[src/rtl/tile_region_mapper.sv]
// Maps raster pixels to per-panel tile row/column indices using running counters.
// Optional macro TILE_BORDER_EN adds the on_border output.
module tile_region_mapper #(
  parameter int unsigned NUM_PANELS = 2,
  parameter int unsigned PANEL_ROWS = 20,
  parameter int unsigned PANEL_COLS = 10,
  parameter int unsigned TILE_W     = 20,
  parameter int unsigned TILE_H     = 24,
  parameter logic [NUM_PANELS*10-1:0] PANEL_HSTART = {10'd230, 10'd130},
  parameter logic [NUM_PANELS*10-1:0] PANEL_VSTART = {10'd176, 10'd80}
) (
  input  logic                       clk,
  input  logic                       rst,
  input  logic                       pix_valid,
  input  logic [9:0]                 h_pos,
  input  logic [9:0]                 v_pos,
  output logic [NUM_PANELS-1:0]      in_panel,
  output logic [NUM_PANELS*5-1:0]    tile_row,
  output logic [NUM_PANELS*5-1:0]    tile_col,
  output logic                       frame_start,
  output logic                       seq_err
`ifdef TILE_BORDER_EN
  ,
  output logic [NUM_PANELS-1:0]      on_border
`endif
);

  localparam int unsigned POS_W  = 10;
  localparam int unsigned IDX_W  = 5;
  localparam int unsigned SUB_W  = 6;
  localparam int unsigned CMP_W  = 16;
  localparam int unsigned H_SPAN = PANEL_COLS * TILE_W;
  localparam int unsigned V_SPAN = PANEL_ROWS * TILE_H;

  logic [SUB_W-1:0] r_sx  [NUM_PANELS];
  logic [SUB_W-1:0] r_sy  [NUM_PANELS];
  logic [IDX_W-1:0] r_col [NUM_PANELS];
  logic [IDX_W-1:0] r_row [NUM_PANELS];
  logic [POS_W-1:0] r_last_h;
  logic [POS_W-1:0] r_last_v;
  logic             r_have_line;

  logic [SUB_W-1:0] w_sx  [NUM_PANELS];
  logic [SUB_W-1:0] w_sy  [NUM_PANELS];
  logic [IDX_W-1:0] w_col [NUM_PANELS];
  logic [IDX_W-1:0] w_row [NUM_PANELS];
  logic [POS_W-1:0] w_hs  [NUM_PANELS];
  logic [POS_W-1:0] w_vs  [NUM_PANELS];
  logic [NUM_PANELS-1:0] w_in;
  logic             w_new_line;
  logic             w_seq_bad;

  for (genvar gp = 0; gp < NUM_PANELS; gp++) begin : g_origin
    assign w_hs[gp] = PANEL_HSTART[gp*POS_W +: POS_W];
    assign w_vs[gp] = PANEL_VSTART[gp*POS_W +: POS_W];
  end

  // Line tracking and raster-order check; reset clears history so the next pixel opens a line.
  always_comb begin
    w_new_line = 1'b0;
    w_seq_bad  = 1'b0;
    if (pix_valid) begin
      w_new_line = !r_have_line || (v_pos != r_last_v);
      w_seq_bad  = !w_new_line && (h_pos != (r_last_h + POS_W'(1)));
    end
  end

  // Per-panel next counter values; they advance only on valid pixels.
  always_comb begin
    for (int p = 0; p < NUM_PANELS; p++) begin
      w_sx[p]  = r_sx[p];
      w_sy[p]  = r_sy[p];
      w_col[p] = r_col[p];
      w_row[p] = r_row[p];
      w_in[p]  = 1'b0;
      if (pix_valid) begin
        if (h_pos == w_hs[p]) begin
          w_sx[p]  = '0;
          w_col[p] = '0;
        end else if (r_sx[p] == SUB_W'(TILE_W - 1)) begin
          w_sx[p] = '0;
          if (r_col[p] != IDX_W'(PANEL_COLS - 1)) begin
            w_col[p] = r_col[p] + IDX_W'(1);
          end
        end else begin
          w_sx[p] = r_sx[p] + SUB_W'(1);
        end

        if (w_new_line) begin
          if (v_pos == w_vs[p]) begin
            w_sy[p]  = '0;
            w_row[p] = '0;
          end else if (r_sy[p] == SUB_W'(TILE_H - 1)) begin
            w_sy[p] = '0;
            if (r_row[p] != IDX_W'(PANEL_ROWS - 1)) begin
              w_row[p] = r_row[p] + IDX_W'(1);
            end
          end else begin
            w_sy[p] = r_sy[p] + SUB_W'(1);
          end
        end

        w_in[p] = (CMP_W'(h_pos) >= CMP_W'(w_hs[p])) &&
                  (CMP_W'(h_pos) <  CMP_W'(w_hs[p]) + CMP_W'(H_SPAN)) &&
                  (CMP_W'(v_pos) >= CMP_W'(w_vs[p])) &&
                  (CMP_W'(v_pos) <  CMP_W'(w_vs[p]) + CMP_W'(V_SPAN));
      end
    end
  end

  always_ff @(posedge clk) begin
    if (rst) begin
      for (int p = 0; p < NUM_PANELS; p++) begin
        r_sx[p]  <= '0;
        r_sy[p]  <= '0;
        r_col[p] <= '0;
        r_row[p] <= '0;
      end
      r_last_h    <= '0;
      r_last_v    <= '0;
      r_have_line <= 1'b0;
      in_panel    <= '0;
      tile_row    <= '0;
      tile_col    <= '0;
      frame_start <= 1'b0;
      seq_err     <= 1'b0;
    end else begin
      for (int p = 0; p < NUM_PANELS; p++) begin
        r_sx[p]  <= w_sx[p];
        r_sy[p]  <= w_sy[p];
        r_col[p] <= w_col[p];
        r_row[p] <= w_row[p];
        tile_row[p*IDX_W +: IDX_W] <= w_in[p] ? w_row[p] : '0;
        tile_col[p*IDX_W +: IDX_W] <= w_in[p] ? w_col[p] : '0;
      end
      if (pix_valid) begin
        r_last_h    <= h_pos;
        r_last_v    <= v_pos;
        r_have_line <= 1'b1;
      end
      in_panel    <= w_in;
      frame_start <= pix_valid && (h_pos == '0) && (v_pos == '0);
      seq_err     <= seq_err | w_seq_bad;
    end
  end

`ifdef TILE_BORDER_EN
  // Border marks the first pixel column and first pixel row of every tile.
  always_ff @(posedge clk) begin
    if (rst) begin
      on_border <= '0;
    end else begin
      for (int p = 0; p < NUM_PANELS; p++) begin
        on_border[p] <= w_in[p] && ((w_sx[p] == '0) || (w_sy[p] == '0));
      end
    end
  end
`endif

endmodule

[config.mk]
export PLATFORM = sky130hd
export DESIGN_NAME = tile_region_mapper
export DESIGN_NICKNAME = d
export VERILOG_FILES = /design/src/rtl/tile_region_mapper.sv
export SDC_FILE = /design/constraint.sdc
export NUM_CORES = 1
export LEC_CHECK = 0
export ABC_AREA = 1
export CORE_MARGIN = 2
export CORE_UTILIZATION = 45
export DETAILED_ROUTE_END_ITERATION = 10
export GPL_TIMING_DRIVEN = 0
export HOLD_SLACK_MARGIN = 0.05
export PLACE_DENSITY = 0.68
export SYNTH_ARGS = -nofsm -noshare
export SYNTH_HDL_FRONTEND = slang
export SYNTH_SLANG_ARGS = --single-unit
[constraint.sdc]
create_clock -name clk -period 1.6 [get_ports clk]
set_clock_uncertainty 0.2 [all_clocks]
set_input_delay 0.4 -clock clk [delete_from_list [all_inputs] [get_ports clk]]
set_output_delay 0.4 -clock clk [all_outputs]
set_load 0.005 [all_outputs]
# Word level (Yosys, flattened, before mapping)
# Memory sizes are Yosys's and may differ from the RTL's.
# Index checks and enable logic that the tools add are counted.
# classes
n_addsub,9
bitwise_logic,11
n_lt_le_gt_ge,8
n_eq_ne,14
reduce_logical,16
mux,47
# op_table
operator,count
5-bit 2-to-1 mux,22
6-bit 2-to-1 mux,18
10-bit by 8-bit == test with 1-bit output (second input constant),3
10-bit by 8-bit greater-or-equal comparator with 1-bit output (second input constant),3
6-bit by 1-bit adder with 6-bit output (second input constant),4
6-bit by 5-bit == test with 1-bit output (second input constant),4
5-bit by 1-bit adder with 5-bit output (second input constant),4
10-bit logical NOT,2
10-bit less-than comparator (second input constant),2
10-bit by 9-bit less-than comparator with 1-bit output (second input constant),2
10-bit != test,2
10-bit by 1-bit adder with 10-bit output (second input constant),1
10-bit by 7-bit == test with 1-bit output (second input constant),1
10-bit by 7-bit greater-or-equal comparator with 1-bit output (second input constant),1
5-bit by 4-bit != test with 1-bit output (second input constant),2
5-bit != test (second input constant),2
1-bit logical AND,9
1-bit bitwise OR,9
1-bit 2-to-1 mux,7
2-bit OR reduction,2
1-bit logical NOT,2
1-bit NOT,2
1-bit logical OR,1
# totals
in_bits,23
mem_bits_rw,44
out_inout_bits,24
ff_bits,45
n_memories,4
# memory_table
name,depth,word_bits,rd,rd_ports_with_merged_regs,write_ports,line_no,text
r_sx,2,6,2,0,2,35,logic [SUB_W-1:0] r_sx [NUM_PANELS];
r_sy,2,6,2,0,2,36,logic [SUB_W-1:0] r_sy [NUM_PANELS];
r_col,2,5,2,0,2,37,logic [IDX_W-1:0] r_col [NUM_PANELS];
r_row,2,5,2,0,2,38,logic [IDX_W-1:0] r_row [NUM_PANELS];

# Logic depth before layout (Yosys ltp)
# An unclocked memory read counts as a cell.
# logic_depth
ltp_word,8
ltp_mapped,12
depth_no_buf,12

# Least setup slack after synthesis
# OpenSTA, ideal clock, no wires.
# synth_path
path_type,reg2reg
from,memory r_sy[0][0]
to,memory r_row[0][3]
path_slack_ps,-74
setup_ps,70
arrival_time_ps,1403
stages_incl_launch_ff,9
required_time_ps,1330
synth_period_minus_slack_ps,1674
cell_sequence,dfxtp_1 -> ha_1 -> nand2_1 -> inv_1 -> nand3_1 -> clkinv_1 -> a211oi_1 -> nand3_1 -> a21oi_1
# synth_rtl
item,line_no
start: declaration,36
end: declaration,38

==> reports/metrics.cfg <==
[routing]
dr.pass1.iters=7
viasPerCell=5.68
drc=0
dr_total_vias=5131
drt_iter0_markers=290
totalWireLength_um=16500
wire_per_inst_um=18.3
postRouteAntennaNets=0

[floorplan]
io_pins=47
die_h_um=105
fp.dieW_um=105
start_util=0.456
die-area_sq_um=11100
core.rowCount=37
design.core.area_sq_um=10100

[finish]
final_area_sq_um=6930
finalNonFillerCells=903
nNetsFinal=796
layout-drive-gt1-share=0.426
n_antenna_cell=0
area_delta_synth_final_pct=49.7
utilization=0.684
fill_cells=784

[critical_path]
cp_max_fo=2
r2r_cells=9
r2r-end=r_sy[0][10]$_SDFFE_PP0P_
cp_slowest_stage_delay_ps=390
cp-start-kind=register
path_cells=ha_4 -> nand2_4 -> buf_4 -> buf_4 -> nor2_4 -> xor2_1 -> nor2_2 -> o21ai_4 -> nor2_2
worst-endpoint-required_ps=1650
slowest_stage=dfxtp_2
critPathCaptureType=register
reg2reg_slack_ps=-210
crit_type=reg -> reg
reg2reg_from=r_sy[0][6]$_SDFFE_PP0P_
cp.arrival_ps=1860

[clock_tree]
cts_inserted_buffers=9
cts_max_level=3
clk_latency_ps=390
clock_sinks=89
clock-root-buffer=clkbuf_8
postCtsHoldBufs=0
clk_pin_slew_worst_paths_ps=110
cts_buffer_depth=2
cts_tree=done

[place]
dp_cells=843
place_ws_ps=-891
gp_congestion=0.909
hpwl_um=8630
place.port_buffers=45
dpl_cell_area_sq_um=5260

[hold_path]
hold_end=r_sy[0][11]$_SDFFE_PP0P_
min_path_cells=2
min_path_type=in -> reg
holdCritStartpoint=rst

[yosys]
yosysTopAreaCell=dfxtp_1
ys_warn_count=0
synth_top_family_by_area=simple AND/OR/NAND/NOR gates
syn_inst=662
synth_compound_gate_area_share=0.135
ys_ff_latch=89
syn_area_per_cell_sq_um=6.99
synth_area_leaders=dfxtp_1, nand2_1, nor2_1
netlist.area_leader.share=0.385
netlist-cell-type-count=42
ys_seq_area_frac=0.385
netlist_area_sq_um=4630
synth_nets=696
synth_xor_xnor_area_share=0.0549
synth.area.mux_share=0
synthSimpleGateAreaFrac=0.312
synthAdderAreaFrac=0.0297

[timing]
max_slew_margin=0.469
layout_min_cycle_time_ps=1810
final_max_slew_viol_count=0
hold_viol=0
timing.hold.ws_ps=41.4
fin_crit_sh=1.13
setup_viol=36
max_freq_mhz=553
rsz0062_at_grt=true
worstMarginPinSlew_ps=797
fin_ws_ps=-207

[global_route]
grt_start_max_net_pins=17
grt_pass1_wl_um=23200
antenna_found_initial=0
grt_overflow=0
grt_pass1_vias=4878
grt_use_total=0.261

[run_status]
status=complete, but fails checks
violations=negative setup slack

[power_and_ir_drop]
power.leakage_nw=2.87
vdd_drop_max_mv=0.391
p_per_area_nw_per_um2=652

[run]
max-cap-violations=0

report_power, final:
group,switching [mW],internal (mW)
logic,0.412,0.256
clock network,0.927,0.584
registers,0.0645,2.27
stage by stage:
step | TNS, ps | power [mW]
after detailed placement | -65020 | 2.83
after global routing | -5710 | 4.67
after floorplan | -36.5 | 2.65
after CTS | -2130 | 4.39
after global placement | -63890 | 2.82
final | -3360 | 4.52
critical path: cells and delay by family (launching register included):
family                   cells  cell delay [ps]
adder cells (fa/ha/maj)      1              170
buffers and inverters        2              280
AND/OR/NAND/NOR              4              270
XOR/XNOR                     1              220
AO/OA/AOI/OAI                1              140
flip-flops                   1              390
area by class of cell:
| class | instances | area, sq um | area share |
|---|---|---|---|
| clock inverter | 6 | 51.3 | 0.00740 |
| tap | 136 | 170 | 0.0246 |
| timing repair buffer | 87 | 778 | 0.112 |
| multi-input combinational | 484 | 3500 | 0.505 |
| buffer | 17 | 129 | 0.0186 |
| inverter | 73 | 323 | 0.0466 |
| clock buffer | 10 | 128 | 0.0184 |
| sequential | 89 | 1850 | 0.266 |
| timing repair inverter | 1 | 6.26 | 0.000903 |
cells by family after synthesis:
| logic type | count (synthesis) |
|---|---|
| AOI/OAI and AO/OA | 115 |
| xor gates and xnor gates | 29 |
| adders and majority gates | 11 |
| buffers and inverters | 91 |
| DFF | 89 |
| and+or+nand+nor | 327 |
worst max-delay path by stage:
| stage | start | endpoint | slack (ps) | cells after the start |
|---|---|---|---|---|
| 6_report | r_sy[0][6]$_SDFFE_PP0P_ | r_sy[0][10]$_SDFFE_PP0P_ | -210 | 9 |
| 5_1_grt | r_sy[0][6]$_SDFFE_PP0P_ | r_sy[0][10]$_SDFFE_PP0P_ | -240 | 9 |
| 4_1_cts | r_last_v[8]$_SDFFE_PP0P_ | r_row[0][2]$_SDFF_PP0_ | -120 | 9 |
| 3_5_place_dp | v_pos[8] | tile_col[2]$_SDFF_PP0_ | -890 | 10 |
| 3_3_place_gp | pix_valid | tile_row[9]$_SDFF_PP0_ | -820 | 6 |
| 2_1_floorplan | v_pos[0] | r_sy[0][0]$_SDFFE_PP0P_ | -10 | 9 |
state kept, by name, indices dropped and copies added, names as in the netlist, 10 cells and up:
| register | flops |
|---|---|
| r_sx | 12 |
| r_sy | 12 |
| r_col | 10 |
| r_last_h | 10 |
| r_last_v | 10 |
| r_row | 10 |
| tile_col | 10 |
| tile_row | 10 |
Yosys cell counts:
cell type  instances
clkbuf_1           8
o21a_1             1
a22oi_1            1
nand3_2            3
a211oi_1           5
buf_1              1
o211ai_1           3
buf_6              2
or2_2              3
xnor2_1           11
nor3b_1            2
buf_4              2
clkinv_4           1
nand4_1           11
clkinv_1           2
nand2_2            5
nand2_1          119
and3_1             1
nand3b_1           2
nor2_2             2
a31oi_1            4
buf_2              4
and2_1             1
nor2_1           100
o21ai_0           32
o2111ai_1          3
xor2_1            18
dfxtp_1           89
inv_1             66
nor3_1            14
a21oi_1           63
o211a_1            1
o21ai_1            1
nor4_1             2
or2_1              3
ha_1              11
nand2_4            1
inv_2              4
nand2_8            1
a21oi_2            1
buf_8              1
nand3_1           57
layer usage:
layer	vias up	wire length, um	track usage
li1	2381	-	-
met1	2475	6210	0.299
met2	220	8550	0.459
met3	55	1110	0.0538
met4	0	650	0.127
met5	-	0	0
placed cells by master, fill, tap and decap left out, drive strengths merged, types with 4 or more instances in the layout:
| cell | netlist | final |
|---|---|---|
| ha | 11 | 11 |
| a21oi | 64 | 64 |
| nand2 | 126 | 127 |
| buf | 10 | 60 |
| a31oi | 4 | 4 |
| nor2 | 102 | 103 |
| dlygate4sd2 | 0 | 27 |
| a211oi | 5 | 5 |
| or2 | 6 | 6 |
| nor3 | 14 | 14 |
| clkinv | 3 | 5 |
| clkbuf | 8 | 24 |
| dfxtp | 89 | 89 |
| nand4 | 11 | 11 |
| xor2 | 18 | 18 |
| xnor2 | 11 | 11 |
| o21ai | 33 | 33 |
| inv | 70 | 72 |
| nand3 | 60 | 60 |
timing repair:
item                                    in CTS  in global routing
setup buffers                               21                 18
endpoints found under the setup margin     113                 62
pin swaps                                   56                 72
gates resized for setup                    241                197
hold endpoints to repair                     0                  2
gates cloned                                 6                  1
No activity file was read; power rests on OpenSTA's default activity.
